[src/rtl/unit_in_sender.sv]
// ---------------------------------------------------------------------------
// unit_in_sender
//
// Transmit side of the unit-input interface. Pops packets from the upstream
// input FIFO and streams each whole packet to one computing unit chosen
// round-robin among the units that are ready and not almost full. Packets
// longer than MAX_PKT_WORDS are cut short: the last sent word carries ctrl=1
// and the remainder is popped and dropped.
//
// Ports:
//   CLK, rst        clock (rising edge), asynchronous active-high reset
//   in_data/in_last upstream FIFO word and end-of-packet flag
//   in_empty        upstream FIFO empty
//   in_rd_en        upstream pop (combinational)
//   unit_in         shared data bus to all units (registered)
//   unit_in_ctrl    end-of-packet marker for the current word (registered)
//   unit_in_wr_en   one-hot per-unit write enable (registered)
//   unit_in_afull   per-unit almost full (>= 2 more writes accepted)
//   unit_in_ready   per-unit "can accept a new packet"
//   busy            sender is not idle
//   pkt_count       packets completed, wrapping 16-bit counter
//   err_pkt_len     sticky flag: a packet was force-terminated
// ---------------------------------------------------------------------------
module unit_in_sender #(
   parameter int N_UNITS          = 4,
   parameter int UNIT_INPUT_WIDTH = 8,
   parameter int MAX_PKT_WORDS    = 64
) (
   input  logic                        CLK,
   input  logic                        rst,
   input  logic [UNIT_INPUT_WIDTH-1:0] in_data,
   input  logic                        in_last,
   input  logic                        in_empty,
   output logic                        in_rd_en,
   output logic [UNIT_INPUT_WIDTH-1:0] unit_in,
   output logic                        unit_in_ctrl,
   output logic [N_UNITS-1:0]          unit_in_wr_en,
   input  logic [N_UNITS-1:0]          unit_in_afull,
   input  logic [N_UNITS-1:0]          unit_in_ready,
   output logic                        busy,
   output logic [15:0]                 pkt_count,
   output logic                        err_pkt_len
);

   localparam int PTR_W = (N_UNITS > 1) ? $clog2(N_UNITS) : 1;
   localparam int CNT_W = $clog2(MAX_PKT_WORDS) + 1;
   localparam logic [CNT_W-1:0] LAST_IDX = CNT_W'(MAX_PKT_WORDS - 1);
   localparam logic [PTR_W-1:0] TOP_UNIT = PTR_W'(N_UNITS - 1);

   typedef enum logic [1:0] {IDLE, SELECT, SEND, DISCARD} state_t;

   state_t             state;
   state_t             state_next;
   logic [PTR_W-1:0]   rr_ptr;
   logic [PTR_W-1:0]   sel;
   logic [PTR_W-1:0]   sel_inc;
   logic [PTR_W-1:0]   pick;
   logic [PTR_W-1:0]   cand;
   logic               pick_valid;
   logic [CNT_W-1:0]   word_cnt;
   logic               at_max;
   logic               send_pop;
   logic [N_UNITS-1:0] eligible;
   logic [N_UNITS-1:0] sel_onehot;

   assign eligible = unit_in_ready & ~unit_in_afull;
   assign at_max   = (word_cnt == LAST_IDX);
   assign sel_inc  = (sel == TOP_UNIT) ? '0 : sel + 1'b1;
   assign busy     = (state != IDLE);
   assign send_pop = (state == SEND) && in_rd_en;

   for (genvar gi = 0; gi < N_UNITS; gi++) begin : g_onehot
      assign sel_onehot[gi] = (sel == PTR_W'(gi));
   end

   // Round-robin pick: walk the candidates from the farthest offset back to
   // rr_ptr itself so the nearest eligible unit (lowest offset) wins.
   always_comb begin
      pick       = rr_ptr;
      pick_valid = 1'b0;
      cand       = rr_ptr;
      for (int k = N_UNITS - 1; k >= 0; k--) begin
         cand = PTR_W'((int'(rr_ptr) + k) % N_UNITS);
         if (eligible[cand]) begin
            pick       = cand;
            pick_valid = 1'b1;
         end
      end
   end

   // Next-state and FIFO pop.
   always_comb begin
      state_next = state;
      in_rd_en   = 1'b0;
      case (state)
         IDLE: begin
            if (!in_empty) state_next = SELECT;
         end
         SELECT: begin
            if (pick_valid) state_next = SEND;
         end
         SEND: begin
            in_rd_en = ~in_empty & ~unit_in_afull[sel];
            if (in_rd_en) begin
               if (in_last)     state_next = IDLE;
               else if (at_max) state_next = DISCARD;
            end
         end
         DISCARD: begin
            in_rd_en = ~in_empty;
            if (in_rd_en && in_last) state_next = IDLE;
         end
         default: state_next = IDLE;
      endcase
   end

   always_ff @(posedge CLK or posedge rst) begin
      if (rst) state <= IDLE;
      else     state <= state_next;
   end

   // Datapath: output word register is loaded only on a pop, so the bus
   // shows the popped word exactly one cycle after the FIFO read.
   always_ff @(posedge CLK or posedge rst) begin
      if (rst) begin
         rr_ptr        <= '0;
         sel           <= '0;
         word_cnt      <= '0;
         unit_in       <= '0;
         unit_in_ctrl  <= 1'b0;
         unit_in_wr_en <= '0;
         pkt_count     <= '0;
         err_pkt_len   <= 1'b0;
      end else begin
         unit_in_wr_en <= '0;
         unit_in_ctrl  <= 1'b0;
         if (state == SELECT && pick_valid) begin
            sel      <= pick;
            word_cnt <= '0;
         end
         if (send_pop) begin
            unit_in       <= in_data;
            unit_in_wr_en <= sel_onehot;
            unit_in_ctrl  <= in_last | at_max;
            word_cnt      <= word_cnt + 1'b1;
            // Either a normal end or a forced cut completes the packet.
            if (in_last | at_max) begin
               pkt_count <= pkt_count + 16'd1;
               rr_ptr    <= sel_inc;
            end
            if (!in_last && at_max) err_pkt_len <= 1'b1;
         end
      end
   end

endmodule

[config.mk]
export PLATFORM = sky130hd
export DESIGN_NAME = unit_in_sender
export DESIGN_NICKNAME = d
export VERILOG_FILES = /design/src/rtl/unit_in_sender.sv
export SDC_FILE = /design/constraint.sdc
export NUM_CORES = 1
export LEC_CHECK = 0
export BUFFER_PORTS_ARGS = -buffer_cell sky130_fd_sc_hd__buf_4
export CAP_MARGIN = 40
export CORE_ASPECT_RATIO = 0.8
export CORE_MARGIN = 2
export CORE_UTILIZATION = 56
export CTS_CLUSTER_SIZE = 30
export DETAILED_ROUTE_END_ITERATION = 12
export PLACE_DENSITY = 0.84
export SLEW_MARGIN = 10
export SYNTH_ARGS = -nofsm -noshare
export SYNTH_HDL_FRONTEND = slang
export SYNTH_SLANG_ARGS = --single-unit
[constraint.sdc]
create_clock -name CLK -period 4.6 [get_ports CLK]
set_input_delay 0 -clock CLK [delete_from_list [all_inputs] [get_ports CLK]]
set_output_delay 0 -clock CLK [all_outputs]
set_load 0.005 [all_outputs]
==> out/qor.log, run 1 <==
INFO  logic_synthesis syn-num-nets=229
INFO  global_route   grt_pass1_vias=1672
INFO  route          routedWlPerCell=13.5µm
INFO  sta            min_cycle_time_layout=2.62ns
INFO  pwr            power.density_cell_area=479nW/µm²
INFO  sta            setup-tns-final=0ns
INFO  route          top_signal_layer_used=met4
INFO  setup_path     crit_type=reg -> reg
INFO  floorplan      design.portCount=52
INFO  logic_synthesis synth.ff_latch_count=43
INFO  logic_synthesis yosysWarnings=0
INFO  logic_synthesis ys_dominant_reg_cell=sky130_fd_sc_hd__dfrtp_1
INFO  cts            number_of_h_tree_levels=2
INFO  placement      portBuffers=51
INFO  setup_path     worst_setup_path_start_kind=register
INFO  setup_path     worst_setup_ep=pkt_count[1]$_DFFE_PP0P_
INFO  cts            clkSinkCount=43
INFO  setup_path     ff2ff_setup_slack=1.98ns
INFO  setup_path     worst-r2r-cell-count=4
INFO  cts            cts_made_buffers=5
INFO  setup_path     cp_data_required_time=4.78ns
INFO  global_route   global_route.overflow_total=0
INFO  logic_synthesis edff_count_synth=0
INFO  global_route   grt_antenna_before_repair=0
INFO  floorplan      die-area=4120µm²
INFO  route          post_route_met1_wirelength=1.83mm
INFO  pwr            ir_worst_vdd=0.330mV
INFO  logic_synthesis synthesis.area_per_instance=9.97µm²
INFO  floorplan      die-height=57.8µm
INFO  cts            ctsHoldBuffers=9
INFO  setup_path     crit_path_end_kind=register
INFO  setup_path     critical_path.reg2reg.startpoint=sel[1]$_DFFE_PP0P_
INFO  sta            fin_skew=0.00752ns
INFO  floorplan      core_area=3450µm²
INFO  setup_path     critPathMaxFanout=21
INFO  route          postRouteAntennaNets=0
INFO  logic_synthesis post_synth_num_cell_types=33
INFO  logic_synthesis synthesis.instances=203
INFO  cts            post-cts-setup-buffer-count=0
INFO  cts            cts-resized-gates=0
INFO  floorplan      initial_utilization=58.7%
INFO  global_route   global_route.usage.total=22.5%
INFO  cts            clock_tree_from_tritoncts=done
INFO  sta            slew_viol_final=0
INFO  cts            insertion_delay=0.30ns
INFO  setup_path     worst_setup_path_startpoint=sel[1]$_DFFE_PP0P_
INFO  placement      place.detailed.hpwl=2.85mm
INFO  logic_synthesis ffs_w_async_s_r_synth=100%
INFO  cts            max-clock-path-buffers=2
INFO  pwr            power=0.00127W
INFO  logic_synthesis synth.cell_area=2020µm²
INFO  cells_and_area fillCellCount=237
INFO  cells_and_area num_antenna_cells=0
INFO  cts            cts.clk_slew.worst_paths=0.08ns
INFO  cts            cts.root.buffer_cell=sky130_fd_sc_hd__clkbuf_8
INFO  run_status     run_status=finished, final reports clean
INFO  route          detail_route.iter0.violations=115
INFO  cells_and_area post_route_cells_drive_above_1_share=24.7%
INFO  global_route   grt_pass1_wl=7.20mm
INFO  sta            clock.fmax=381MHz
INFO  route          dr_total_vias=1680
INFO  floorplan      placement_rows=19
INFO  sta            setup_repair_after_global_routing_missed_its_margin=false
INFO  route          drc_errors=0
INFO  cells_and_area finish.utilization=77.1%
INFO  sta            timing.final.crit_share=57.0%
INFO  cells_and_area area_delta_synth_final=31.3%
INFO  sta            finalHoldViolCount=0
INFO  route          wl_met3=278µm
INFO  sta            measured_slew_at_the_worst_slew_check_pin=0.620ns
INFO  sta            slew-limit-headroom=58.3%
INFO  route          detail_route.wirelength=4.17mm
INFO  setup_path     crit_arrival=2.81ns
INFO  hold_path      holdCritPathClass=in -> reg
INFO  pwr            p_leak=1.32nW
INFO  floorplan      die_w=71.2µm
INFO  placement      final_wtd_congestion=0.903
INFO  route          met2_length=2.00mm
INFO  route          drt_pre_antenna_iters=5
INFO  logic_synthesis seq_area_frac_synth=53.2%
INFO  setup_path     timing.rr.end=pkt_count[1]$_DFFE_PP0P_
INFO  sta            setup_viol_count_final=0
INFO  job            max-cap-violations=0
INFO  route          routed_via_density=5.44
INFO  global_route   grt_max_degree=44
INFO  cells_and_area final_net_count=292
-- cell usage in the layout (no fill, tap or decap), drive strengths merged, types with 7 or more instances in the layout --
master,instances
nor2,11
xnor2,14
a21oi,7
o21ai,14
buf,53
nand2,38
dlygate4sd3,9
nand4,7
nand3,9
and2,7
dfrtp,43
-- power breakdown --
part           switching (W)  total [W]  internal [W]
combinational       0.000188   0.000377      0.000189
sequential         0.0000854   0.000555      0.000469
clock               0.000126   0.000343      0.000217
total               0.000399    0.00127      0.000875
-- worst max-delay path, stage by stage, from the launching register on --
cell                      delay, ns
sky130_fd_sc_hd__dfrtp_1       0.45
sky130_fd_sc_hd__mux4_2        0.56
sky130_fd_sc_hd__or3_1         0.58
sky130_fd_sc_hd__a21oi_4       0.53
sky130_fd_sc_hd__mux2_2        0.39
-- state kept, by name, indices dropped and copies added (netlist names) --
register       flops
unit_in            8
unit_in_ctrl       1
state              2
unit_in_wr_en      4
sel                2
pkt_count         16
word_cnt           7
err_pkt_len        1
rr_ptr             2
-- cell usage after synthesis (all sizes together) (6+ instances only) --
library cell / n / area, µm²
inv: 7 / 26.3
xnor2: 14 / 123
nand4: 7 / 43.8
nand2: 38 / 143
and2: 7 / 43.8
ha: 6 / 75.1
nand2b: 6 / 37.5
a21oi: 7 / 46.3
nor2: 11 / 41.3
o21ai: 14 / 70.1
nand3: 9 / 45.0
dfrtp: 43 / 1080
and3: 6 / 37.5
-- final cells by class --
class                           count  area, µm²  share of cell area (%)
Timing Repair Buffer               62        488                    18.4
Clock inverter                      2       60.1                    2.26
Clock buffer                        6       72.6                    2.73
Sequential cell                    43       1080                    40.5
Tap cell                           42       52.6                    1.98
Multi-Input combinational cell    147        883                    33.2
Inverter                            7       26.3                   0.988
-- per-layer routing --
layer / global-route usage (%) / vias up
li1: - / 810
met1: 29.2 / 792
met2: 36.1 / 70
met3: 7.30 / 8
met4: 7.55 / 0
met5: 0 / -
-- stage by stage --
step | cells | hold WS (ns) | worst slack (ns) | instance area [µm²]
global placement | 291 | 0.160 | 2.08 | 2430
CTS | 309 | 0.0305 | 2.00 | 2660
finish | 309 | 0.0292 | 1.98 | 2660
floorplan | 203 | 0.105 | 2.56 | 2020
detailed placement | 292 | 0.163 | 2.01 | 2440
global route | 309 | 0.0418 | 1.84 | 2660
-- kinds of logic after synthesis --
family	count (synthesis)	share of synthesized area, %
simple gates	93	22.3
flops	43	53.2
compound gates	30	9.02
xor+xnor	16	6.92
buf+inv	13	3.21
fa+ha+maj	6	3.71
mux	2	1.67
-- how the worst min path moves through the flow --
stage,from,to,slack (ns),cells past startpoint
floorplan,in_data[0],unit_in[0]$_DFFE_PP0P_,0.11,2
global placement,rst,pkt_count[5]$_DFFE_PP0P_,0.16,3
detailed placement,rst,word_cnt[4]$_DFFE_PP0P_,0.16,3
CTS,in_empty,unit_in[6]$_DFFE_PP0P_,0.03,4
global route,in_last,err_pkt_len$_DFFE_PP0P_,0.04,3
finish,in_empty,unit_in[6]$_DFFE_PP0P_,0.03,4
(Power assumes the default switching activity.)
==> run 2: changes to the inputs <==
--- a/config.mk
+++ b/config.mk
@@ -9,10 +9,10 @@
 export CAP_MARGIN = 40
 export CORE_ASPECT_RATIO = 0.8
 export CORE_MARGIN = 2
-export CORE_UTILIZATION = 56
+export CORE_UTILIZATION = 52
 export CTS_CLUSTER_SIZE = 30
 export DETAILED_ROUTE_END_ITERATION = 12
-export PLACE_DENSITY = 0.84
+export PLACE_DENSITY = 0.79
 export SLEW_MARGIN = 10
 export SYNTH_ARGS = -nofsm -noshare
 export SYNTH_HDL_FRONTEND = slang
==> constraint.sdc (replaced) <==
create_clock -name CLK -period 2.6 [get_ports CLK]
set_input_delay 0 -clock CLK [delete_from_list [all_inputs] [get_ports CLK]]
set_output_delay 0 -clock CLK [all_outputs]
set_load 0.005 [all_outputs]
==> run 2 against run 1 <==
Non-clock buffer count up 3. Die area up 7.2%. Combinational power grew 82%. Total power rose by 73%. Worst setup slack got worse by 1.7 ns. First-iteration DRC count rose by 32%. Count of clock-buffer cells in the layout unchanged. Flip-flop and latch count did not move. Cell count grew 5.2%. Core utilization is 6.1 points lower. Clock power rose by 57%. Cell area is 0.89% higher.
==> out/qor.log, run 2 (synthesized netlist as in run 1, its figures left out) <==
INFO  cts            number_of_h_tree_levels=2
INFO  route          routed_via_density=5.19
INFO  setup_path     cp.buffers_inverters=1
INFO  cells_and_area post_route_cells_drive_above_1_share=25.9%
INFO  hold_path      holdCritPathClass=in -> reg
INFO  cts            cts.clk_slew.worst_paths=0.08ns
INFO  cells_and_area area_delta_synth_final=32.5%
INFO  pwr            internal_power=0.00149W
INFO  floorplan      die-area=4410µm²
INFO  pwr            p_leak=1.34nW
INFO  setup_path     crit_arrival=2.49ns
INFO  floorplan      die-height=59.8µm
INFO  global_route   grt_antenna_before_repair=0
INFO  cells_and_area most_used_cells_in_the_layout_excluding_fill_and_tap_cells=56 x sky130_fd_sc_hd__buf_4, 43 x sky130_fd_sc_hd__dfrtp_1, 38 x sky130_fd_sc_hd__nand2_1
INFO  cells_and_area most_common_cell_after_layout_fill_and_taps_aside=sky130_fd_sc_hd__buf_4
INFO  pwr            power.share.combinational=31.1%
INFO  setup_path     critPathTopFamily=multiplexers
INFO  sta            min_cycle_time_layout=2.31ns
INFO  sta            slew_viol_final=0
INFO  route          postRouteAntennaNets=0
INFO  route          dr_total_vias=1686
INFO  sta            slew-limit-headroom=63.8%
INFO  pwr            power_frac_seq=44.5%
INFO  run_status     run_status=finished, final reports clean
INFO  global_route   global_route.usage.total=22.3%
INFO  cells_and_area largest_register_ff_count=16
INFO  placement      place.detailed.hpwl=3.05mm
INFO  setup_path     crit_type=reg -> reg
INFO  global_route   grt_pass1_vias=1606
INFO  sta            timing.final.crit_share=88.8%
INFO  setup_path     worstPathCellList=mux4_2 -> or3_1 -> a21oi_4 -> buf_4 -> nand4_1 -> xnor2_1
INFO  route          detail_route.iter0.violations=152
INFO  placement      portBuffers=51
INFO  sta            setup_repair_after_global_routing_missed_its_margin=false
INFO  sta            setup_viol_count_final=0
INFO  cts            cts.root.buffer_cell=sky130_fd_sc_hd__clkbuf_8
INFO  route          drc_errors=0
INFO  route          detail_route.wirelength=4.46mm
INFO  route          drt_pre_antenna_iters=4
INFO  cts            clock_tree_from_tritoncts=done
INFO  sta            clock.fmax=433MHz
INFO  placement      final_wtd_congestion=0.930
INFO  pwr            power.density_cell_area=821nW/µm²
INFO  sta            fin_skew=0.00562ns
INFO  sta            fin_hold_ws=0.0436ns
INFO  pwr            p_switching=0.000718W
INFO  floorplan      core_area=3780µm²
INFO  setup_path     worst_setup_path_start_kind=register
INFO  cells_and_area largest-register=pkt_count
INFO  cts            clkSinkCount=43
INFO  cts            insertion_delay=0.30ns
INFO  setup_path     cp_data_required_time=2.78ns
INFO  job            max-cap-violations=0
INFO  cells_and_area top_regs=pkt_count x16, unit_in x8, word_cnt x7
INFO  setup_path     crit_path_end_kind=register
INFO  pwr            ir_worst_vdd=0.431mV
INFO  sta            setup-tns-final=0ns
INFO  route          routedWlPerCell=13.7µm
INFO  floorplan      initial_utilization=53.6%
INFO  floorplan      die_w=73.8µm
INFO  cells_and_area num_antenna_cells=0
INFO  global_route   grt_max_degree=44
INFO  cts            post-cts-setup-buffer-count=0
INFO  pwr            net_sw_share=32.6%
INFO  pwr            clock_share_of_power=24.5%
INFO  cts            cts_made_buffers=5
INFO  setup_path     critPathMaxFanout=11
INFO  sta            finalHoldViolCount=0
INFO  global_route   global_route.overflow_total=0
INFO  cells_and_area final_net_count=295
INFO  global_route   grt_pass1_wl=7.37mm
INFO  cts            max-clock-path-buffers=2
INFO  sta            measured_slew_at_the_worst_slew_check_pin=0.539ns
INFO  floorplan      placement_rows=20
INFO  floorplan      design.portCount=52
INFO  setup_path     critical_path_top_delay_cell=sky130_fd_sc_hd__mux4_2
INFO  setup_path     slowest_delay=0.55ns
INFO  cts            cts-resized-gates=0
-- run 2: final timing paths --
kind | from | endpoint | slack (ns) | depth (start not counted)
max reg2reg | sel[1]$_DFFE_PP0P_ | pkt_count[9]$_DFFE_PP0P_ | 0.29 | 6
max | sel[1]$_DFFE_PP0P_ | pkt_count[9]$_DFFE_PP0P_ | 0.29 | 6
min | in_empty | state[0]$_DFFE_PP0P_ | 0.04 | 4
max in group asynchronous | rst | pkt_count[11]$_DFFE_PP0P_ | 1.85 | 4
min reg2reg | unit_in[3]$_DFFE_PP0P_ | unit_in[3]$_DFFE_PP0P_ | 0.48 | 2
min in group asynchronous | rst | word_cnt[5]$_DFFE_PP0P_ | 0.38 | 4
-- run 2: final cells by class --
type,instances,area (µm²)
clock buffers,6,82.6
clock inverters,2,35.0
fillers,276,1100
inverters,7,26.3
multi-input cells,147,883
flip-flops and latches,43,1080
well taps,55,68.8
repair buffers,65,510
-- run 2: layer usage --
layer	up-vias	wire, µm	track usage [%]
met3	6	198	4.72
met4	0	48	8.31
met1	826	2010	32.0
met5	-	0	0
li1	813	-	-
met2	41	2200	33.7
-- run 2: power groups by stage --
stage	Sequential (W)	Combinational [W]	Clock (W)
2_1_floorplan	0.000966	0.000382	0
3_3_place_gp	0.000984	0.000655	0
3_5_place_dp	0.000984	0.000669	0
4_1_cts	0.000974	0.000684	0.000544
5_1_grt	0.00101	0.000773	0.000568
6_report	0.000980	0.000685	0.000539
-- run 2: worst register-to-register path, cell delays in order (launching register included) --
cell                      delay (ns)
sky130_fd_sc_hd__dfrtp_1        0.44
sky130_fd_sc_hd__mux4_2         0.55
sky130_fd_sc_hd__or3_1          0.38
sky130_fd_sc_hd__a21oi_4        0.30
sky130_fd_sc_hd__buf_4          0.24
sky130_fd_sc_hd__nand4_1        0.13
sky130_fd_sc_hd__xnor2_1        0.16
-- run 2: through the flow --
step / total power [W] / cell area (µm²) / setup slack, ns / util, % / instances
detailed placement: 0.00165 / 2470 / 0.309 / 65.5 / 308
CTS: 0.00220 / 2680 / 0.295 / 71.0 / 325
finish: 0.00220 / 2680 / 0.292 / 71.0 / 325
global placement: 0.00164 / 2470 / 0.387 / 65.5 / 308
floorplan: 0.00135 / 2020 / 0.560 / - / 203
global route: 0.00235 / 2680 / 0.157 / 71.0 / 325
-- run 2: what timing repair did --
item,in CTS,in global routing
setup endpoints to repair,0,0
hold buffers,9,0
hold endpoints to repair,51,0
==> run 3: changes to the inputs <==
==> constraint.sdc (replaced) <==
create_clock -name CLK -period 2.6 [get_ports CLK]
set_input_delay 0.39 -clock CLK [delete_from_list [all_inputs] [get_ports CLK]]
set_output_delay 0.39 -clock CLK [all_outputs]
set_load 0.005 [all_outputs]
==> run 3 against run 2 <==
Worst setup slack better by 0.049 ns. Clock skew up 0.0019 ns. Cell count down 2.8%. Count of clock-buffer cells in the layout unchanged. Critical path depth unchanged. Core utilization down 3.0 points. Highest routed layer unchanged.
==> out/qor.log, run 3 (synthesized netlist as in run 1, its figures left out) <==
INFO  cells_and_area area_delta_synth_final=26.9%
INFO  cells_and_area most_used_cells_in_the_layout_excluding_fill_and_tap_cells=57 x sky130_fd_sc_hd__buf_4, 43 x sky130_fd_sc_hd__dfrtp_1, 38 x sky130_fd_sc_hd__nand2_1
INFO  sta            setup_repair_after_global_routing_missed_its_margin=false
INFO  sta            fin_skew=0.00749ns
INFO  cts            clkSinkCount=43
INFO  sta            finalHoldViolCount=0
INFO  sta            clock.fmax=443MHz
INFO  run_status     run_status=finished, final reports clean
INFO  sta            timing.final.crit_share=86.9%
INFO  cells_and_area top_regs=pkt_count x16, unit_in x8, word_cnt x7
INFO  cells_and_area post_route_cells_drive_above_1_share=26.8%
INFO  sta            min_cycle_time_layout=2.26ns
INFO  setup_path     timing.rr.end=pkt_count[6]$_DFFE_PP0P_
INFO  cts            post-cts-setup-buffer-count=0
INFO  global_route   grt_antenna_before_repair=0
INFO  sta            setup_viol_count_final=0
INFO  cts            insertion_delay=0.29ns
INFO  setup_path     worst-r2r-cell-count=6
INFO  sta            slew_viol_final=0
INFO  route          postRouteAntennaNets=0
INFO  cts            cts-resized-gates=0
INFO  route          detail_route.iter0.violations=112
INFO  cts            cts.clk_slew.worst_paths=0.07ns
INFO  cells_and_area instances_no_fill=316
INFO  cells_and_area largest-register=pkt_count
INFO  setup_path     worstPathCellList=mux4_2 -> or3_1 -> a21oi_4 -> buf_4 -> nand3_1 -> xnor2_1
INFO  setup_path     crit_type=reg -> reg
INFO  cells_and_area final_net_count=287
INFO  route          dr_total_vias=1633
INFO  global_route   global_route.overflow_total=0
INFO  cts            max-clock-path-buffers=2
INFO  setup_path     slowest_delay=0.58ns
INFO  setup_path     worst_setup_path_start_kind=register
INFO  placement      place.detailed.instances=309
INFO  floorplan      initial_utilization=53.6%
INFO  cts            cts_made_buffers=5
INFO  pwr            ir_worst_vdd=0.446mV
INFO  setup_path     critical_path_top_delay_cell=sky130_fd_sc_hd__mux4_2
INFO  setup_path     cp_data_required_time=2.77ns
INFO  sta            measured_slew_at_the_worst_slew_check_pin=0.546ns
INFO  setup_path     critical_path.reg2reg.startpoint=sel[1]$_DFFE_PP0P_
INFO  setup_path     ff2ff_setup_slack=0.34ns
INFO  sta            slew-limit-headroom=63.3%
INFO  route          routedWlPerCell=12.8µm
INFO  pwr            p_leak=1.29nW
INFO  cts            cts.root.buffer_cell=sky130_fd_sc_hd__clkbuf_8
INFO  global_route   grt_pass1_vias=1545
INFO  setup_path     crit_path_end_kind=register
INFO  floorplan      core_area=3780µm²
INFO  global_route   grt_pass1_wl=6.75mm
INFO  route          detail_route.wirelength=4.04mm
INFO  route          drt_pre_antenna_iters=4
INFO  route          drc_errors=0
INFO  placement      final_wtd_congestion=0.843
INFO  cts            clock_tree_from_tritoncts=done
INFO  floorplan      placement_rows=20
INFO  hold_path      holdCritPathClass=in -> async
INFO  setup_path     worst_setup_ep=pkt_count[6]$_DFFE_PP0P_
INFO  floorplan      die-height=59.8µm
INFO  setup_path     crit_arrival=2.43ns
INFO  route          routed_via_density=5.17
INFO  placement      portBuffers=51
INFO  setup_path     critPathMaxFanout=9
INFO  global_route   global_route.usage.total=20.6%
INFO  cts            ctsHoldBuffers=0
INFO  cells_and_area largest_register_ff_count=16
INFO  cells_and_area most_common_cell_after_layout_fill_and_taps_aside=sky130_fd_sc_hd__buf_4
INFO  floorplan      die-area=4410µm²
INFO  job            max-cap-violations=0
INFO  floorplan      design.portCount=52
INFO  setup_path     worst_setup_path_startpoint=sel[1]$_DFFE_PP0P_
INFO  cells_and_area num_antenna_cells=0
INFO  floorplan      die_w=73.8µm
INFO  cells_and_area fillCellCount=307
INFO  global_route   grt_max_degree=44
INFO  sta            setup-tns-final=0ns
INFO  placement      place.detailed.hpwl=2.94mm
INFO  cts            number_of_h_tree_levels=2
INFO  pwr            power.density_cell_area=800nW/µm²
run 3: cell types whose count changed in the layout (fill, tap and decap cells not counted), sizes merged:
cell,change
dlygate4sd3,-9
buf,+1
bufinv,-1
run 3: critical path, delay by kind of cell, from the launching register on:
| kind | cells | cell delay (ns) |
|---|---|---|
| muxes | 1 | 0.58 |
| and+or+nand+nor | 2 | 0.49 |
| DFF | 1 | 0.44 |
| AOI/OAI and AO/OA | 1 | 0.26 |
| buffers and inverters | 1 | 0.21 |
| xor gates and xnor gates | 1 | 0.16 |
run 3: worst min-delay path by stage:
stage	slack, ns	depth (start not counted)	startpoint	end
after floorplan	0.45	1	err_pkt_len$_DFFE_PP0P_	err_pkt_len$_DFFE_PP0P_
after global placement	0.46	1	pkt_count[15]$_DFFE_PP0P_	pkt_count[15]$_DFFE_PP0P_
after detailed placement	0.47	2	unit_in[0]$_DFFE_PP0P_	unit_in[0]$_DFFE_PP0P_
after CTS	0.24	3	rst	word_cnt[5]$_DFFE_PP0P_
after global routing	0.29	3	rst	unit_in[1]$_DFFE_PP0P_
final	0.23	3	rst	unit_in[7]$_DFFE_PP0P_
run 3: metal layers:
layer	vias up	wire length [µm]	GRT usage [%]
met4	0	88	10.4
li1	798	-	-
met1	775	1850	26.7
met5	-	0	0
met3	10	188	5.90
met2	50	1920	31.9
run 3: report_power, final:
| part | internal [W] | total [W] | switching [W] |
|---|---|---|---|
| logic | 0.000338 | 0.000661 | 0.000323 |
| registers | 0.000831 | 0.000983 | 0.000152 |
| clock network | 0.000208 | 0.000412 | 0.000203 |
run 3: per-stage QoR:
step	total power, W	utilization (%)	hold slack (ns)	setup WS (ns)	area [µm²]
final	0.00206	68.0	0.228	0.341	2570
after floorplan	0.00135	-	0.451	0.560	2020
after CTS	0.00207	68.0	0.242	0.344	2570
after global routing	0.00220	68.0	0.289	0.234	2570
after global placement	0.00163	65.7	0.462	0.401	2480
after detailed placement	0.00165	65.7	0.468	0.342	2480
run 3: layout make-up:
type | count | area (µm²) | share of cell area [%]
Clock inverter | 1 | 5.00 | 0.195
Tap cell | 55 | 68.8 | 2.68
Multi-Input combinational cell | 147 | 883 | 34.4
Inverter | 7 | 26.3 | 1.02
Sequential cell | 43 | 1080 | 41.9
Clock buffer | 6 | 82.6 | 3.21
Timing Repair Buffer | 57 | 428 | 16.7
